==> src/rtl/arbiter_pkg.sv <==
// Shared types and constants for the weighted round-robin arbiter family.
package arbiter_pkg;

  typedef enum logic {
    ST_IDLE,
    ST_GRANT
  } arb_state_e;

  // Credit loaded when a winner's programmed weight is zero.
  localparam int unsigned WEIGHT_ZERO_LOAD = 1;

endpackage

==> src/rtl/rr_pick.sv <==
// Combinational masked round-robin picker: first set req bit at or above ptr, wrapping.
module rr_pick #(
  parameter int unsigned N = 4
) (
  input  logic [N-1:0]         req_i,
  input  logic [$clog2(N)-1:0] ptr_i,
  output logic [N-1:0]         onehot_o,
  output logic [$clog2(N)-1:0] idx_o,
  output logic                 found_o
);

  localparam int unsigned IDW = $clog2(N);

  int unsigned         k;
  logic [IDW-1:0]      kk;

  always_comb begin
    onehot_o = '0;
    idx_o    = '0;
    found_o  = 1'b0;
    k        = 0;
    kk       = '0;
    for (int unsigned i = 0; i < N; i++) begin
      k = int'(ptr_i) + i;
      if (k >= N) k = k - N;
      kk = IDW'(k);
      if (!found_o && req_i[kk]) begin
        found_o      = 1'b1;
        onehot_o[kk] = 1'b1;
        idx_o        = kk;
      end
    end
  end

endmodule

==> src/rtl/arbiter_wrr.sv <==
// Weighted round-robin arbiter with per-client credit; define ARBITER_WRR_LOCK_EN
// to add lock_i, which holds the current grant against ack-driven release.
module arbiter_wrr
  import arbiter_pkg::*;
#(
  parameter int unsigned CLIENTS  = 4,
  parameter int unsigned WEIGHT_W = 4
) (
  input  logic                         clk,
  input  logic                         rst_n,
  input  logic [CLIENTS-1:0]           req_i,
  input  logic [CLIENTS*WEIGHT_W-1:0]  weight_i,
  input  logic                         ack_i,
`ifdef ARBITER_WRR_LOCK_EN
  input  logic                         lock_i,
`endif
  output logic [CLIENTS-1:0]           gnt_o,
  output logic [$clog2(CLIENTS)-1:0]   gnt_id_o,
  output logic                         gnt_valid_o
);

  localparam int unsigned IDW = $clog2(CLIENTS);

  arb_state_e           state_q, state_d;
  logic [CLIENTS-1:0]   gnt_q, gnt_d;
  logic [IDW-1:0]       id_q, id_d;
  logic [IDW-1:0]       ptr_q, ptr_d;
  logic [WEIGHT_W-1:0]  credit_q, credit_d;

  logic                 lock;
  logic                 release_now;
  logic [IDW-1:0]       next_ptr;
  logic [IDW-1:0]       pick_ptr;
  logic [CLIENTS-1:0]   pick_onehot;
  logic [IDW-1:0]       pick_idx;
  logic                 pick_found;
  logic [WEIGHT_W-1:0]  win_weight;
  logic [WEIGHT_W-1:0]  win_credit;

`ifdef ARBITER_WRR_LOCK_EN
  assign lock = lock_i;
`else
  assign lock = 1'b0;
`endif

  assign next_ptr = (id_q == IDW'(CLIENTS - 1)) ? '0 : id_q + IDW'(1);

  // Release decision is kept apart from next-state logic so the picker's
  // pointer never depends on the picker's own outputs.
  always_comb begin
    release_now = 1'b0;
    if (state_q == ST_GRANT) begin
      if (!(|(req_i & gnt_q))) begin
        release_now = 1'b1;
      end else if (ack_i && !lock && (credit_q == WEIGHT_W'(1))) begin
        release_now = 1'b1;
      end
    end
    pick_ptr = release_now ? next_ptr : ptr_q;
  end

  rr_pick #(.N(CLIENTS)) u_rr_pick (
    .req_i    (req_i),
    .ptr_i    (pick_ptr),
    .onehot_o (pick_onehot),
    .idx_o    (pick_idx),
    .found_o  (pick_found)
  );

  assign win_weight = weight_i[int'(pick_idx)*WEIGHT_W +: WEIGHT_W];
  assign win_credit = (win_weight == '0) ? WEIGHT_W'(WEIGHT_ZERO_LOAD) : win_weight;

  always_comb begin
    state_d  = state_q;
    gnt_d    = gnt_q;
    id_d     = id_q;
    ptr_d    = ptr_q;
    credit_d = credit_q;

    if (state_q == ST_GRANT && !release_now && ack_i && !lock) begin
      credit_d = credit_q - WEIGHT_W'(1);
    end

    if (state_q == ST_IDLE || release_now) begin
      ptr_d = pick_ptr;
      if (pick_found) begin
        state_d  = ST_GRANT;
        gnt_d    = pick_onehot;
        id_d     = pick_idx;
        credit_d = win_credit;
      end else begin
        state_d  = ST_IDLE;
        gnt_d    = '0;
        id_d     = '0;
        credit_d = '0;
      end
    end
  end

  always_ff @(posedge clk or negedge rst_n) begin
    if (!rst_n) begin
      state_q  <= ST_IDLE;
      gnt_q    <= '0;
      id_q     <= '0;
      ptr_q    <= '0;
      credit_q <= '0;
    end else begin
      state_q  <= state_d;
      gnt_q    <= gnt_d;
      id_q     <= id_d;
      ptr_q    <= ptr_d;
      credit_q <= credit_d;
    end
  end

  assign gnt_o       = gnt_q;
  assign gnt_id_o    = id_q;
  assign gnt_valid_o = (state_q == ST_GRANT);

endmodule

==> config.mk <==
export PLATFORM = sky130hd
export DESIGN_NAME = arbiter_wrr
export DESIGN_NICKNAME = d
export VERILOG_FILES = /design/src/rtl/arbiter_pkg.sv /design/src/rtl/rr_pick.sv /design/src/rtl/arbiter_wrr.sv
export SDC_FILE = /design/constraint.sdc
export NUM_CORES = 1
export LEC_CHECK = 0
export CORE_UTILIZATION = 47
export CTS_CLUSTER_DIAMETER = 60
export CTS_CLUSTER_SIZE = 28
export DETAILED_ROUTE_END_ITERATION = 7
export PLACE_DENSITY = 0.77
export SLEW_MARGIN = 5
export SYNTH_ARGS = -nofsm -noshare
export SYNTH_HDL_FRONTEND = slang
export SYNTH_SLANG_ARGS = --single-unit
export TNS_END_PERCENT = 30
==> constraint.sdc <==
create_clock -name clk -period 3.9 [get_ports clk]
set_input_delay 0.78 -clock clk [delete_from_list [all_inputs] [get_ports clk]]
set_output_delay 0.78 -clock clk [all_outputs]
set_load 0.02 [all_outputs]
==> results.sh <==
export IMPL_io_buffers=29
export IMPL_grt_max_degree=14
export IMPL_syn_inst=168
export IMPL_area_growth_pct=41.2
export IMPL_syn_area_mm2=0.00149
export IMPL_drv_cap=0
export IMPL_placementRows=20
export IMPL_timing_rr_end="credit_q[0]$_DFFE_PN0P_"
export IMPL_rsz0062_at_grt="no"
export IMPL_grt_pass1_wl_um=7130
export IMPL_holdWs_ns=0.547
export IMPL_fin_crit_ns=3.78
export IMPL_worst_setup_path_end_kind="flip-flop"
export IMPL_place_congestion=0.901
export IMPL_crit_type="in2reg"
export IMPL_max_freq_mhz=265
export IMPL_cts_sinks=13
export IMPL_finalCritPeriodShare_pct=96.9
export IMPL_die_area_mm2=0.00341
export IMPL_dp_slack_ns=-0.314
export IMPL_grt_pass1_vias=1573
export IMPL_clockBufferDepth=2
export IMPL_cts_max_level=1
export IMPL_ys_seq_elements=13
export IMPL_synth_top_cells_by_count="15 x o21ai_0, 14 x nand2_1, 13 x dfrtp_1"
export IMPL_yosysTopAreaCell="dfrtp_1"
export IMPL_worst_r2r_path_depth=13
export IMPL_final_core_util_pct=69.6
export IMPL_cts_made_buffers=3
export IMPL_synth_top_cell_area_share_pct=21.8
export IMPL_start_util_pct=49.3
export IMPL_drt_initial_drc_count=87
export IMPL_ant_nets=0
export IMPL_stdcell_area_mm2=0.00211
export IMPL_drive_gt1_share_pct=25.4
export IMPL_hold_path_class="reg2reg"
export IMPL_ios=30
export IMPL_clkLatencyLatePin_ns=0.27
export IMPL_post_dp_hpwl_um=3530
export IMPL_yosysSeqAreaShare_pct=21.8
export IMPL_async_flop_share_pct=100
export IMPL_hold_depth=2
export IMPL_cts_tree="built"
export IMPL_setup_viol=0
export IMPL_synth_edf_count=0
export IMPL_die_y_um=58.4
export IMPL_first_pass_iters=4
export IMPL_slew_violations=0
export IMPL_clk_pin_slew_ns=0.08
export IMPL_coreArea_mm2=0.00303
export IMPL_outcome="finished clean"
export IMPL_hold_violations=0
export IMPL_worstPathRequired_ns=4.07
export IMPL_cts_root_buf="clkbuf_4"
export IMPL_track_usage_pct=27.0
export IMPL_critical_path_startpoint="ack_i"
export IMPL_tightest_slew_ns=0.562
export IMPL_drt_wl_total_um=4430
export IMPL_timing_rr_start="credit_q[1]$_DFFE_PN0P_"
export IMPL_fin_nets=259
export IMPL_antenna_found_initial=0
export IMPL_synth_nets=202
export IMPL_start_kind="primary input"
export IMPL_arrival_ns=3.95
export IMPL_vias=1619
export IMPL_wire_per_inst_um=16.5
export IMPL_routed_via_density=6.04
export IMPL_dpl_instance_area_mm2=0.00201
export IMPL_synthFlopType="dfrtp_1"
export IMPL_diodes=0
export IMPL_synthTopCellsByArea="dfrtp_1 22%, ha_1 9.2%, o21ai_0 5.0%"
export IMPL_crit_fanout=8
export IMPL_drcViolationCount=0
export IMPL_min_delay_start="gnt_id_o[1]$_DFFE_PN0N_"
export IMPL_grt_ovfl_total=0
export IMPL_worst_slack_ns=0.120
export IMPL_finClkSkew_ns=0.00305
export IMPL_synth_most_common_cell="o21ai_0"
export IMPL_avgSynthCellArea_um2=8.89
export IMPL_nFillCells=238
export IMPL_hold_path_endpoint="gnt_id_o[1]$_DFFE_PN0N_"
export IMPL_slew_limit_headroom_pct=62.4
export IMPL_r2r_slack_ns=0.47
export IMPL_synth_cell_types=50
export IMPL_die_w_um=58.4
export IMPL_yosys_warnings=0
export IMPL_hold_buffers=0
==> through the flow <==
step	setup TNS [ns]	instances
2_1_floorplan	0	168
3_3_place_gp	-0.474	261
3_5_place_dp	-1.25	261
4_1_cts	0	265
5_1_grt	0	268
6_report	0	268
==> registers in the layout, summed over array words and instances (netlist names) <==
name         count
credit_q         4
ptr_q            2
gnt_id_o         2
gnt_valid_o      1
gnt_o            4
==> worst max-delay path: stages <==
cell and delay (ns):
clkdlybuf4s50_1 0.49, and4bb_4 0.29, a21oi_4 0.06, o21a_4 0.22, nor2_4 0.16, ha_1 0.29
buf_4 0.16, o41ai_2 0.42, nor4b_2 0.12, nor3_4 0.33, mux2_2 0.39, a31o_1 0.22
==> cell families (layout without fill, tap and decap cells) <==
family,Yosys count,in the layout,synth area share (%)
AO/OA/AOI/OAI,55,55,30.4
XOR/XNOR,3,3,1.76
adder cells (fa/ha/maj),11,11,9.22
buffers and inverters,19,75,4.78
flip-flops,13,13,21.8
multiplexers,14,14,12.2
AND/OR/NAND/NOR,53,53,19.8
==> layer usage <==
layer	wire length, µm	vias up	global-route usage [%]
li1	-	765	-
met1	1830	784	33.8
met2	2340	62	50.6
met3	216	8	1.10
met4	46	0	7.14
met5	0	-	0
==> layout by cell type, fill, tap and decap left out, types with 2 or more instances in the layout <==
| cell | n |
|---|---|
| a211o_1 | 2 |
| a221o_1 | 4 |
| a221oi_1 | 4 |
| a22oi_1 | 5 |
| a22oi_2 | 2 |
| a32o_1 | 2 |
| and3_1 | 3 |
| buf_4 | 29 |
| clkbuf_4 | 3 |
| clkdlybuf4s50_1 | 28 |
| dfrtp_1 | 13 |
| ha_1 | 11 |
| inv_1 | 11 |
| inv_2 | 2 |
| mux2_2 | 4 |
| mux2i_1 | 7 |
| mux4_2 | 3 |
| nand2_1 | 14 |
| nand3_1 | 11 |
| nand3b_1 | 2 |
| nor2_1 | 11 |
| o211ai_1 | 3 |
| o21ai_0 | 15 |
| xnor2_1 | 3 |
==> final cells by class <==
| cell class | count | area (µm²) | share of cell area (%) |
|---|---|---|---|
| Clock buffer | 4 | 26.3 | 1.25 |
| Sequential cell | 13 | 325 | 15.4 |
| Timing Repair Buffer | 58 | 510 | 24.2 |
| Tap cell | 44 | 55.1 | 2.61 |
| Multi-Input combinational cell | 136 | 1140 | 54.2 |
| Inverter | 13 | 48.8 | 2.31 |
==> how the worst max path moves through the flow <==
stage | end
after floorplan | credit_q[0]$_DFFE_PN0P_
after global placement | credit_q[0]$_DFFE_PN0P_
after detailed placement | credit_q[0]$_DFFE_PN0P_
after CTS | credit_q[0]$_DFFE_PN0P_
after global routing | credit_q[0]$_DFFE_PN0P_
final | credit_q[0]$_DFFE_PN0P_
==> what timing repair did <==
| action | CTS | global route |
|---|---|---|
| pin swaps | 2 | 7 |
| setup buffers | 0 | 3 |
| setup endpoints to repair | 1 | 5 |
| resized for setup | 3 | 7 |
Power is not shown: default switching activity piles up to over one toggle a cycle in this logic, so the estimate is an artifact.
